--- src/rtl/leb128_byte_framer.sv ---
// LEB128 byte framer: collects one encoded number per frame into a
// big-endian byte window and flags encodings longer than MAX_BYTES.
module leb128_byte_framer #(
   parameter int MAX_BYTES = 10
) (
   input  logic                     clk,
   input  logic                     rst,
   input  logic [7:0]               in_data,
   input  logic                     in_valid,
   output logic                     in_ready,
   output logic [0:MAX_BYTES*8-1]   out_win,
   output logic [3:0]               out_len,
   output logic                     out_err,
   output logic                     out_valid,
   input  logic                     out_ready
);

   localparam logic [1:0] S_ACC   = 2'd0;
   localparam logic [1:0] S_HOLD  = 2'd1;
   localparam logic [1:0] S_DRAIN = 2'd2;

   localparam logic [3:0] LAST_IDX = 4'(MAX_BYTES - 1);
   localparam logic [3:0] FULL_LEN = 4'(MAX_BYTES);

   logic [1:0]             state_q, state_d;
   logic [3:0]             cnt_q, cnt_d;
   logic [0:MAX_BYTES*8-1] win_q, win_d;
   logic [3:0]             len_q, len_d;
   logic                   err_q, err_d;
   logic                   accept;
   logic                   handoff;

   assign in_ready  = (state_q != S_HOLD);
   assign out_valid = (state_q == S_HOLD);
   assign out_win   = win_q;
   assign out_len   = len_q;
   assign out_err   = err_q;

   assign accept  = in_valid & in_ready;
   assign handoff = out_valid & out_ready;

   always_comb begin
      state_d = state_q;
      cnt_d   = cnt_q;
      win_d   = win_q;
      len_d   = len_q;
      err_d   = err_q;
      unique case (state_q)
         S_ACC: begin
            if (accept) begin
               for (int k = 0; k < MAX_BYTES; k++) begin
                  if (cnt_q == 4'(k)) win_d[k*8 +: 8] = in_data;
               end
               cnt_d = cnt_q + 4'd1;
               if (!in_data[7]) begin
                  state_d = S_HOLD;
                  len_d   = cnt_q + 4'd1;
                  err_d   = 1'b0;
               end else if (cnt_q == LAST_IDX) begin
                  state_d = S_HOLD;
                  len_d   = FULL_LEN;
                  err_d   = 1'b1;
               end
            end
         end
         S_HOLD: begin
            // window is cleared here so slots past the next length read zero
            if (handoff) begin
               cnt_d   = 4'd0;
               win_d   = '0;
               state_d = err_q ? S_DRAIN : S_ACC;
            end
         end
         S_DRAIN: begin
            if (accept && !in_data[7]) state_d = S_ACC;
         end
         default: state_d = S_ACC;
      endcase
   end

   always_ff @(posedge clk) begin
      if (rst) begin
         state_q <= S_ACC;
         cnt_q   <= 4'd0;
         win_q   <= '0;
         len_q   <= 4'd0;
         err_q   <= 1'b0;
      end else begin
         state_q <= state_d;
         cnt_q   <= cnt_d;
         win_q   <= win_d;
         len_q   <= len_d;
         err_q   <= err_d;
      end
   end

endmodule

--- config.mk ---
export PLATFORM = sky130hd
export DESIGN_NAME = leb128_byte_framer
export DESIGN_NICKNAME = d
export VERILOG_FILES = /design/src/rtl/leb128_byte_framer.sv
export SDC_FILE = /design/constraint.sdc
export NUM_CORES = 1
export LEC_CHECK = 0
export CAP_MARGIN = 10
export CORE_ASPECT_RATIO = 0.6
export CORE_MARGIN = 8
export CORE_UTILIZATION = 56
export DETAILED_ROUTE_END_ITERATION = 8
export DONT_BUFFER_PORTS = 1
export GPL_ROUTABILITY_DRIVEN = 0
export PLACE_DENSITY = 0.74
export SLEW_MARGIN = 30
export SYNTH_ARGS = -nofsm -noshare
export SYNTH_HDL_FRONTEND = slang
export SYNTH_SLANG_ARGS = --single-unit
--- constraint.sdc ---
create_clock -name clk -period 1.4 [get_ports clk]
set_input_delay 0.28 -clock clk [delete_from_list [all_inputs] [get_ports clk]]
set_output_delay 0.28 -clock clk [all_outputs]
set_load 0.1 [all_outputs]
==> Yosys cells after proc, flatten, opt, wreduce, memory -nomap -nowiden <==
Cells that the tools add are included.
{ "word_totals": {"output_inout_bits": 87, "ff_bits": 91} }
{ "classes": {"mux": 27, "n_bitwise": 2, "add_sub_neg": 1, "eq_ne": 27, "reduce_logical": 18} }
{ "ops": {"columns": ["op", "count"], "rows": [
  ["$mux 80", 2],
  ["$pmux 80 s2", 1],
  ["$mux 8", 10],
  ["$reduce_and 4->1", 11],
  ["$ne 2x2->1 const B", 12],
  ["$eq 4x3->1 const B", 4],
  ["$mux 4", 4],
  ["$mux 2", 6],
  ["$eq 4x2->1 const B", 2],
  ["$eq 4x4->1 const B", 2],
  ["$pmux 4 s2", 1],
  ["$ne 2x1->1 const B", 3],
  ["$pmux 2 s3", 1],
  ["$reduce_and 3->1", 2],
  ["$add 4x1->4 const B", 1],
  ["$eq 4x1->1 const B", 1],
  ["$logic_not 4->1", 1],
  ["$ne 3x3->1 const B", 1],
  ["$and 1x1->1", 2],
  ["$eq 2x1->1 const B", 1],
  ["$eq 2x2->1 const B", 1],
  ["$logic_not 2->1", 1],
  ["$mux 1", 2],
  ["$reduce_bool 2->1", 1],
  ["other kinds (2)", 2]
]} }

==> Depth between registers and ports, before layout <==
Gate-level depths: netlist (run 1).
{ "logic_depth": {"depth_word": 5, "mapped_depth": 6, "mapped_depth_nobuf": 5} }

==> Worst setup path before layout (run 1) <==
Ideal clock, no wire load.
{ "synth_path": {"path_type": "flip-flop to output port", "from": "register state_q[0]", "to": "output out_valid", "t_arrival_ns": 1.670, "required_time_ns": 1.120, "stages_incl_launch_ff": 5, "path_slack_ns": -0.550, "n_path_buf": 2, "path_cell_list": "dfxtp_1 buf_4 nand2b_1 buf_2 inv_1"} }
{ "synth_via": {"elab_chain_len": 1} }
{ "synth_lines": {"columns": ["element", "line", "source"], "rows": [
  ["from (decl)", "25", "logic [1:0] state_q, state_d;"],
  ["from (signal assigned)", "89", "state_q <= state_d;"],
  ["$eq 2x1->1", "34", "assign out_valid = (state_q == S_HOLD);"],
  ["to (decl)", "14", "output logic out_valid,"]
]} }
No other way between the ends.

==> Worst setup path after layout (run 1) <==
{ "layout_path": {"from": "register state_q[0]", "to": "register win_q (netlist bit out_win[44])"} }
{ "layout_via": {"elab_chain_len": 4} }
{ "layout_lines": {"columns": ["element", "line", "source"], "rows": [
  ["$ne 2x1->1 / $eq 2x1->1 (equally long branches)", "33, 34, 48", null],
  ["$and 1x1->1 (on tied branches)", "39, 40", null],
  ["$ne 2x2->1 (no line) / $ne 2x1->1 (equally long branches)", null, null],
  ["$reduce_and 4->1 (no line)", null, null],
  ["to (signal assigned)", "91", "win_q <= win_d;"],
  ["to (decl)", "27", "logic [0:MAX_BYTES*8-1] win_q, win_d;"]
]} }
Several ways; a longest one is shown, not always the timed one.
A chain may end at the register's enable or synchronous reset.

==> key figures, run 1 <==
Clock tree
  • Clk_lat worst skew: 0.38 ns
  • CTS tree: built
  • H-tree Lvls: 3
  • Clk slew on worst S/H paths: 0.10 ns
  • CTS buffer count: 9
  • Clk buf depth: 2
  • Clock sinks: 91
  • Cell chosen for the clock root: clkbuf_8

GRT
  • All-Layer GR Usage: 0.283
  • First-pass GRT wire length: 20.6 mm
  • Initial antenna violation count: 0
  • Largest net degree at the start of global routing: 42
  • Grt total ovfl: 0
  • Vias in the first global route: 3554

Final layout
  • Fin nets: 501
  • Layout cells sized above 1: 0.441
  • Antenna Cells: 0
  • Design Area, Final: 0.00560 mm2
  • Multi-input gate area in the final layout: 0.00195 mm2
  • Fill count: 228
  • Layout overhead on the synthesized area: 54.6%
  • Seq. cell area: 0.00184 mm2
  • Post-layout util: 0.904

STA
  • Hold WS: 0.0184 ns
  • Worst clock skew: 0.0111 ns
  • Tmin final: 1.69 ns
  • Max Clk Rate: 592 MHz
  • Slew margin rel.: 0.678
  • Slew @ Worst Pin: 0.483 ns
  • Final worst setup slack: -0.288 ns
  • RSZ-0062 raised after global routing: true
  • Tcrit/Tclk final: 1.21
  • Final Hold Fails: 0
  • Final setup viols: 92
  • Final Slew Violations: 0

Routing
  • Antenna viol nets, final: 0
  • Pre-antenna DRT Iters: 6
  • Drt wl/cell: 26.7 um
  • DR vias: 3535
  • DR iter-0 viols: 413
  • DR vias/cell: 6.16
  • Detailed Route WL: 15.3 mm
  • DRC: 0

Worst setup path
  • Worst Setup End Kind: flop
  • Crit path cell chain: buf_6 -> mux2i_4 -> buf_6 -> a211oi_4 -> buf_6 -> mux2i_1
  • Crit Path Max Fanout: 4
  • Crit Path Category: flop to flop
  • Slowest stage delay, CP: 0.38 ns
  • Most used cell, CP: buf_6
  • Reg2reg start: state_q[0]$_SDFFE_PP0P_
  • Worst setup path startpoint: state_q[0]$_SDFFE_PP0P_
  • Slowest cell on crit path: dfxtp_4
  • CP arrival: 1.97 ns
  • CP required: 1.68 ns
  • Critical Path Source Type: flop

Synthesis
  • Yosys reg bits: 91
  • Mean Syn Cell Area: 10.7 um2
  • Post-synthesis cell count: 340
  • Asr flop ratio synth: 0
  • Number of synthesized flops with an enable pin: 0
  • Synth Cell Area: 0.00362 mm2
  • Mux contribution to synthesized area: 0.230
  • Synth top area share: 0.503
  • Synth Area in XOR/XNOR: 0.00483
  • Post-Synth Simple-Gate Area: 0.135
  • Top cells by count, synth: dfxtp_1, nand2_1, mux2i_1
  • Post-synthesis cell type count: 33
  • Synth top area cells: dfxtp_1, mux2i_1, nand2_1, a211oi_4, ha_1
  • Compound-cell area share of the yosys netlist: 0.0839
  • Syn Nets: 356
  • Dominant synthesized flop cell: dfxtp_1
  • Largest family of logic cells by synthesized area: multiplexers
  • Sequential area share after synthesis: 0.503
  • Top cell type by total area after synthesis: dfxtp_1
  • Syn. warnings: 0
  • Top-count cell post-synth: dfxtp_1
  • Adder-Cell Fraction of Synth Area: 0.0138

Floorplanning
  • Num ports: 99
  • Core Area: 0.00619 mm2
  • Die H: 78.3 um
  • Row Count: 22
  • Die Span X: 120 um
  • Die ar.: 0.00939 mm2
  • Initial Utilization: 0.585

Power and ir drop
  • Sw Pwr: 2310 uW
  • Sw Share: 0.371
  • PwrDens: 1110 mW/mm2
  • Combinational Power Share: 0.293
  • Pleak: 0.00242 uW
  • Clock share of power: 0.265
  • Total power draw: 6220 uW
  • Seq pwr share: 0.443
  • Int Power: 3910 uW
  • Worst vdd ir: 1.18 mV

Placement
  • Placed cell areas: 0.00470 mm2
  • Place WS: -0.233 ns
  • # port buffers: 0
  • DP HPWL: 7.29 mm

Run status
  • Failing checks: setup timing
  • Outcome: finished with violations

Hold path
  • Hold Startpoint: rst
  • Min-Delay Path Class: input port to flop

Flow run
  • Max-cap violation count: 0
state kept, by name (all words and copies together), names as in the netlist:
| register | flops |
|---|---|
| out_len | 4 |
| out_win | 80 |
| cnt_q | 4 |
| state_q | 2 |
| out_err | 1 |
power by group through the flow:
stage | Clock (uW) | Combinational (uW) | Sequential (uW)
CTS | 1600 | 1670 | 2740
floorplan | 0 | 384 | 3510
finish | 1650 | 1820 | 2750
global placement | 0 | 1460 | 2800
detailed placement | 0 | 1480 | 2800
global route | 1730 | 1850 | 2760
layout by cell type (no fill, tap or decap), types with 3 or more instances in the layout:
master	netlist	final
clkbuf_8	0	9
a21oi_2	0	3
ha_4	0	4
nor3b_2	0	3
dfxtp_4	0	3
nand2_1	86	83
mux2i_4	1	4
o211ai_4	0	4
buf_4	2	108
nand3_1	9	6
nand2_4	0	3
a211oi_4	6	6
buf_6	1	19
dfxtp_1	91	85
buf_12	0	20
mux2i_1	80	75
dfxtp_2	0	3
nand3b_1	6	6
routing by layer:
metal / share of wire / vias to the layer above / GRT usage
li1: - / 1460 / -
met1: 0.38 / 1695 / 0.307
met2: 0.45 / 294 / 0.466
met3: 0.12 / 84 / 0.127
met4: 0.051 / 2 / 0.145
met5: 0.0023 / - / 0
metrics by stage:
stage,TNS (ns),instances
2_1_floorplan,-2.66,340
3_3_place_gp,-7.11,525
3_5_place_dp,-10.71,525
4_1_cts,-5.11,565
5_1_grt,-17.17,574
6_report,-15.46,574
cell type report:
class,instances,area share
Timing Repair Buffer,150,0.266
Multi-Input combinational cell,226,0.349
Clock buffer,11,0.0235
Tap cell,84,0.0188
Clock inverter,5,0.00693
Inverter,7,0.00827
Sequential cell,91,0.328
final timing paths:
| path | to | slack, ns | depth (start not counted) |
|---|---|---|---|
| setup reg to reg | out_win[44]$_SDFFE_PP0P_ | -0.29 | 6 |
| hold / removal | out_len[2]$_SDFFE_PP0P_ | 0.02 | 1 |
| setup / recovery | out_win[44]$_SDFFE_PP0P_ | -0.29 | 6 |
| hold reg to reg | out_win[18]$_SDFFE_PP0P_ | 0.47 | 2 |
cells by family after synthesis:
group / count (synthesis)
AND/OR/NAND/NOR: 111
flip-flops: 91
multiplexers: 82
AO/OA/AOI/OAI: 27
buffers and inverters: 23
adder cells (fa/ha/maj): 4
XOR/XNOR: 2
repair_timing:
item / 4_1_cts / 5_1_grt
buffers inserted: 21 / 10
resized for setup: 55 / 23
hold buffers: 1 / 0
setup endpoints to repair: 91 / 92
gates cloned: 2 / 0
hold endpoints to repair: 5 / 0
pin swaps: 23 / 15
critical path, delay by kind of cell, from the launching register on:
kind / cells / cell delay [ns]
AOI/OAI and AO/OA: 1 / 0.30
buffers and inverters: 3 / 0.45
DFF: 1 / 0.38
muxes: 2 / 0.45
Note: power is estimated with default switching activity, not from simulation.
==> inputs of run 2 (changes only) <==
--- a/config.mk
+++ b/config.mk
@@ -11,7 +11,7 @@
 export CORE_UTILIZATION = 56
 export DETAILED_ROUTE_END_ITERATION = 8
 export DONT_BUFFER_PORTS = 1
-export GPL_ROUTABILITY_DRIVEN = 0
+export GPL_ROUTABILITY_DRIVEN = 1
 export PLACE_DENSITY = 0.74
 export SLEW_MARGIN = 30
 export SYNTH_ARGS = -nofsm -noshare
==> run 2 against run 1 <==
  * Sequential cell count unchanged
  * The flow still finishes with violations (setup timing)
  * Critical endpoint is now out_win[1]$_SDFFE_PP0P_
  * Register-to-register slack better by 0.11 ns
  * First-iteration DRC count is 13% higher
  * Worst setup slack better by 0.11 ns
  * Combinational power decreased by 9.9%
  * Total power is 0.72% lower
  * Die area unchanged
==> key figures, run 2 (synthesis gave the netlist of run 1 again) <==
Run status
  • Outcome: finished with violations
  • Failing checks: setup timing

Power and ir drop
  • Worst vdd ir: 1.02 mV (-13%)
  • Sw Share: 0.353 (-0.0179)
  • PwrDens: 1170 mW/mm2 (+5.6%)
  • Pleak: 0.00226 uW (-6.6%)
  • Combinational Power Share: 0.265 (-0.028)
  • Total power draw: 6180 uW (-0.72%)
  • Sw Pwr: 2180 uW (-5.5%)
  • Seq pwr share: 0.446 (+0.003)
  • Int Power: 3990 uW (+2.1%)
  • Clock share of power: 0.289 (+0.024)

Hold path
  • Min-Delay Path Depth: 1 (unchanged)
  • Min-Delay Path Class: input port to flop

STA
  • Worst clock skew: 0.0113 ns (+0.000188 ns)
  • Final Slew Violations: 0 (unchanged)
  • Tcrit/Tclk final: 1.13 (-0.0765)
  • Final setup viols: 90 (-2.2%)
  • Final worst setup slack: -0.181 ns (+0.107 ns)
  • Tmin final: 1.58 ns (-0.107 ns)
  • Final Hold Fails: 0 (unchanged)
  • Max Clk Rate: 632 MHz (+6.8%)
  • Slew @ Worst Pin: 0.424 ns (-0.0590 ns)
  • Setup TNS: -6.71 ns (+8.75 ns)
  • Slew margin rel.: 0.717 (+0.0394)
  • RSZ-0062 raised after global routing: true

Routing
  • DR iter-0 viols: 466 (+13%)
  • Antenna viol nets, final: 0 (unchanged)
  • Drt wl/cell: 22.8 um (-14%)
  • Detailed Route WL: 12.7 mm (-17%)
  • DRC: 0 (unchanged)
  • DR vias: 3314 (-6.3%)
  • Pre-antenna DRT Iters: 6 (unchanged)
  • DR vias/cell: 5.93 (-3.7%)

Worst setup path
  • CP arrival: 1.86 ns (-0.11 ns)
  • FF-to-FF End: out_win[1]$_SDFFE_PP0P_
  • CP required: 1.67 ns (about the same)
  • Cell family with most CP delay: flip-flops
  • Crit path cell chain: inv_4 -> ha_4 -> nor3b_1 -> o211ai_2 -> buf_12 -> mux2i_1
  • Reg2reg setup slack: -0.18 ns (+0.11 ns)
  • Slowest cell on crit path: dfxtp_4
  • Crit Path Category: flop to flop
  • Critical Path Source Type: flop
  • Worst path bufs/invs: 2 (-1)
  • Worst Setup End Kind: flop
  • Levels on crit path: 6 (unchanged)
  • Slowest stage delay, CP: 0.39 ns (about the same)
  • Worst setup path startpoint: cnt_q[0]$_SDFFE_PP0P_
  • Critical Path End: out_win[1]$_SDFFE_PP0P_
  • Reg2reg start: cnt_q[0]$_SDFFE_PP0P_
  • Worst reg2reg path depth: 6 (unchanged)
  • Crit Path Max Fanout: 8 (+4)

Floorplanning
  • Die Span X: 120 um (unchanged)
  • Die ar.: 0.00939 mm2 (unchanged)
  • Die H: 78.3 um (unchanged)
  • Initial Utilization: 0.585 (unchanged)
  • Row Count: 22 (unchanged)
  • Num ports: 99 (unchanged)
  • Core Area: 0.00619 mm2 (unchanged)

Clock tree
  • Cell chosen for the clock root: clkbuf_8
  • CTS buffer count: 9 (unchanged)
  • Clk_lat worst skew: 0.36 ns (-0.02 ns)
  • CTS tree: built
  • Clk slew on worst S/H paths: 0.09 ns (about the same)
  • H-tree Lvls: 3 (unchanged)
  • Clk buf depth: 2 (unchanged)
  • Clock sinks: 91 (unchanged)

Final layout
  • Layout cells sized above 1: 0.408 (-0.0324)
  • Most frequent cells in the layout: buf_4, dfxtp_1, nand2_1, mux2i_1, buf_12
  • Antenna Cells: 0 (unchanged)
  • Fin nets: 486 (-3.0%)
  • Leading cell type in the layout, fill and taps excluded: buf_4
  • Layout overhead on the synthesized area: 45.3%
  • Largest register FFs: 80 (unchanged)

GRT
  • Vias in the first global route: 3284 (-7.6%)
  • Initial antenna violation count: 0 (unchanged)
  • Largest net degree at the start of global routing: 39 (-7.1%)
  • All-Layer GR Usage: 0.243 (-0.0403)
  • First-pass GRT wire length: 18.0 mm (-12%)
  • Grt total ovfl: 0 (unchanged)

Placement
  • Routability cong.: 0.887
  • # port buffers: 0 (unchanged)
  • DP HPWL: 7.43 mm (+2.0%)

Flow run
  • Max-cap violation count: 0 (unchanged)
run 2: stage by stage:
step | utilization | setup slack, ns | hold slack (ns) | instance area, um2 | instances
final | 0.850 | -0.181 | 0.0275 | 5270 | 559
after global routing | 0.850 | -0.205 | 0.0150 | 5270 | 559
after CTS | 0.837 | -0.103 | 0.0207 | 5180 | 556
after detailed placement | 0.757 | -0.238 | 0.344 | 4690 | 525
after global placement | 0.757 | -0.158 | 0.342 | 4690 | 525
after floorplan | - | -0.0546 | 0.453 | 3660 | 340
run 2: power by group through the flow:
stage                     combinational (uW)  clock, uW  sequential, uW
after detailed placement                1470          0            2800
final                                   1640       1790            2750
after CTS                               1570       1770            2740
after global routing                    1670       1900            2760
after global placement                  1450          0            2800
after floorplan                          384          0            3510
run 2: worst min path at each step:
stage              start                      end
6_report             rst  out_len[0]$_SDFFE_PP0P_
5_1_grt              rst  out_len[0]$_SDFFE_PP0P_
4_1_cts              rst  out_len[0]$_SDFFE_PP0P_
3_5_place_dp         rst    cnt_q[0]$_SDFFE_PP0P_
3_3_place_gp         rst    cnt_q[0]$_SDFFE_PP0P_
2_1_floorplan  out_ready  state_q[1]$_SDFFE_PP0P_
run 2: worst register-to-register path, delay by kind of cell (launching register included):
kind	cells	cell delay, ns
buffers and inverters	2	0.27
adder cells (fa/ha/maj)	1	0.15
flip-flops	1	0.39
multiplexers	1	0.18
AO/OA/AOI/OAI	1	0.16
AND/OR/NAND/NOR	1	0.34
run 2: layout make-up:
type | count | area [um2]
sequential | 91 | 1840
multi-input combinational | 226 | 1830
timing repair buffer | 135 | 1260
fill | 305 | 927
clock buffer | 11 | 131
tap | 84 | 105
clock inverter | 5 | 62.6
inverter | 7 | 38.8
run 2: per-layer routing:
metal	vias up	wire length (um)	track usage	part of all wire
met2	262	5800	0.398	0.45
met3	56	1610	0.107	0.13
met4	0	494	0.112	0.039
met1	1566	4850	0.271	0.38
met5	-	0	0	0
li1	1430	-	-	-
run 2: repair_timing:
item | in CTS | in global routing
gates cloned | 0 | 0
endpoints found under the setup margin | 91 | 91
hold endpoints to repair | 5 | 0
buffers inserted | 14 | 3
hold buffers | 1 | 0
pin swaps | 10 | 16
resized for setup | 23 | 15
==> inputs of run 3 (changes only) <==
--- a/config.mk
+++ b/config.mk
@@ -7,12 +7,13 @@
 export LEC_CHECK = 0
 export CAP_MARGIN = 10
 export CORE_ASPECT_RATIO = 0.6
-export CORE_MARGIN = 8
+export CORE_MARGIN = 4
 export CORE_UTILIZATION = 56
 export DETAILED_ROUTE_END_ITERATION = 8
 export DONT_BUFFER_PORTS = 1
 export GPL_ROUTABILITY_DRIVEN = 1
 export PLACE_DENSITY = 0.74
+export SKIP_CTS_REPAIR_TIMING = 1
 export SLEW_MARGIN = 30
 export SYNTH_ARGS = -nofsm -noshare
 export SYNTH_HDL_FRONTEND = slang
==> run 3 against run 2 <==
  * The run still ends with setup timing left
  * Maximum frequency shrank 9.6%
  * Wire length grew 2.1%
  * Clock skew shrank 0.0044 ns
  * Design area grew 3.4%
  * Die area shrank 16%
  * Critical path type unchanged
==> key figures, run 3 (synthesis gave the netlist of run 1 again) <==
GRT
  • Most Used Layer, Global Route: met2
  • First-pass GRT wire length: 16.5 mm (-8.5%)
  • All-Layer GR Usage: 0.269 (+0.0260)
  • Grt total ovfl: 0 (unchanged)
  • Met2 GRT Util: 0.452 (+0.0540)
  • Initial antenna violation count: 0 (unchanged)
  • Largest net degree at the start of global routing: 41 (+5.1%)
  • GR Layer Usage met3: 0.0978 (-0.00931)
  • M1 GR Usage: 0.317 (+0.0454)
  • Vias in the first global route: 3141 (-4.4%)

Worst setup path
  • Slowest cell on crit path: dfxtp_4
  • Worst path bufs/invs: 1 (-1)
  • Cell family with most CP delay: flip-flops
  • FF-to-FF End: out_win[56]$_SDFFE_PP0P_
  • Reg2reg setup slack: -0.35 ns (-0.17 ns)
  • Worst setup path startpoint: cnt_q[0]$_SDFFE_PP0P_
  • Worst Setup End Kind: flop
  • Critical Path End: out_win[56]$_SDFFE_PP0P_
  • Worst reg2reg path depth: 5 (-1)
  • Critical Path Source Type: flop
  • Levels on crit path: 5 (-1)
  • Crit Path Category: flop to flop
  • CP arrival: 2.03 ns (+0.17 ns)
  • Reg2reg start: cnt_q[0]$_SDFFE_PP0P_
  • Crit Path Max Fanout: 8 (unchanged)
  • CP required: 1.68 ns (about the same)
  • Slowest stage delay, CP: 0.43 ns (+0.04 ns)
  • Crit path cell chain: ha_2 -> nand3b_1 -> a211oi_4 -> buf_12 -> mux2i_1

Final layout
  • Layout overhead on the synthesized area: 50.3%
  • Post-layout util: 0.880 (+0.0293)
  • Antenna Cells: 0 (unchanged)
  • Largest register FFs: 80 (unchanged)
  • Layout cells sized above 1: 0.435 (+0.0269)
  • Leading cell type in the layout, fill and taps excluded: buf_4
  • Most frequent cells in the layout: buf_4, nand2_1, dfxtp_1, mux2i_1, buf_12
  • Fill count: 278 (-8.9%)
  • Fin nets: 498 (+2.5%)

Flow run
  • Max-cap violation count: 0 (unchanged)

STA
  • Slew @ Worst Pin: 0.420 ns (-0.00349 ns)
  • Final Hold Fails: 0 (unchanged)
  • Max Clk Rate: 572 MHz (-9.6%)
  • Final worst setup slack: -0.349 ns (-0.167 ns)
  • RSZ-0062 raised after global routing: true
  • Setup TNS: -14.13 ns (-7.42 ns)
  • Final setup viols: 93 (+3.3%)
  • Worst clock skew: 0.00685 ns (-0.00443 ns)
  • Tmin final: 1.75 ns (+0.167 ns)
  • Slew margin rel.: 0.719 (+0.00139)
  • Final Slew Violations: 0 (unchanged)
  • Tcrit/Tclk final: 1.25 (+0.120)

Clock tree
  • Clk buf depth: 2 (unchanged)
  • Clock sinks: 91 (unchanged)
  • CTS buffer count: 9 (unchanged)
  • Clk_lat worst skew: 0.35 ns (about the same)
  • Cell chosen for the clock root: clkbuf_8
  • CTS tree: built
  • Clk slew on worst S/H paths: 0.09 ns (about the same)
  • H-tree Lvls: 3 (unchanged)

Floorplanning
  • Num ports: 99 (unchanged)
  • Die Span X: 112 um (-6.7%)
  • Die H: 70.3 um (-10%)
  • Die ar.: 0.00786 mm2 (-16%)
  • Core Area: 0.00619 mm2 (unchanged)
  • Row Count: 22 (unchanged)
  • Initial Utilization: 0.585 (unchanged)

Power and ir drop
  • Clock share of power: 0.288 (about the same)
  • Worst vdd ir: 0.738 mV (-28%)
  • Sw Pwr: 2200 uW (+0.73%)
  • Pleak: 0.00235 uW (+4.2%)
  • PwrDens: 1150 mW/mm2 (-2.4%)
  • Combinational Power Share: 0.271 (+0.006)
  • Int Power: 4040 uW (+1.2%)
  • Sw Share: 0.352 (-0.000982)
  • Seq pwr share: 0.440 (-0.006)

Routing
  • DRC: 0 (unchanged)
  • Antenna viol nets, final: 0 (unchanged)
  • DR iter-0 viols: 233 (-50%)
  • DR vias: 3408 (+2.8%)
  • Pre-antenna DRT Iters: 6 (unchanged)
  • Detailed Route WL: 13.0 mm (+2.1%)
  • DR vias/cell: 5.97 (+0.68%)
  • Drt wl/cell: 22.8 um (about the same)

Hold path
  • Min-Delay Path Depth: 1 (unchanged)
  • Min-Delay Path Class: input port to flop

Placement
  • Routability cong.: 0.867 (-2.2%)
  • DP HPWL: 7.35 mm (-1.1%)
  • # port buffers: 0 (unchanged)
  • Place WS: -0.217 ns (+0.0203 ns)

Run status
  • Outcome: finished with violations
  • Failing checks: setup timing
-- run 3: worst min path at each step --
stage / startpoint / to / slack, ns
2_1_floorplan: out_ready / state_q[1]$_SDFFE_PP0P_ / 0.45
6_report: rst / out_len[0]$_SDFFE_PP0P_ / 0.04
3_5_place_dp: rst / cnt_q[0]$_SDFFE_PP0P_ / 0.35
5_1_grt: rst / out_len[0]$_SDFFE_PP0P_ / 0.02
3_3_place_gp: rst / cnt_q[0]$_SDFFE_PP0P_ / 0.35
4_1_cts: rst / state_q[1]$_SDFFE_PP0P_ / -0.03
-- run 3: area by class of cell --
cell class / instances / area (um2) / area share
clock buffer: 12 / 176 / 0.0324
clock inverter: 4 / 30.0 / 0.00551
inverter: 7 / 46.3 / 0.00850
multi-input combinational: 226 / 1860 / 0.342
sequential: 91 / 1840 / 0.338
tap: 84 / 105 / 0.0193
timing repair buffer: 147 / 1390 / 0.255
-- run 3: routing by layer --
layer  wire length (um)  vias to the layer above  part of all wire
li1                   -                     1455                 -
met1               4920                     1628              0.38
met2               6060                      252              0.47
met3               1360                       73              0.10
met4                683                        0             0.052
met5                  0                        -                 0
-- run 3: power groups by stage --
stage	clock [uW]	combinational (uW)	sequential [uW]
after floorplan	0	384	3510
after global placement	0	1470	2790
after detailed placement	0	1500	2800
after CTS	1800	1510	2740
after global routing	1910	1730	2760
final	1800	1690	2750
-- run 3: stage by stage --
step                hold WS (ns)  power, uW  area [um2]  instances
detailed placement         0.345       4300        4790        533
finish                    0.0388       6240        5450        571
global placement           0.345       4270        4790        533
floorplan                  0.453       3890        3660        340
global route              0.0226       6390        5450        571
CTS                      -0.0340       6050        4990        549
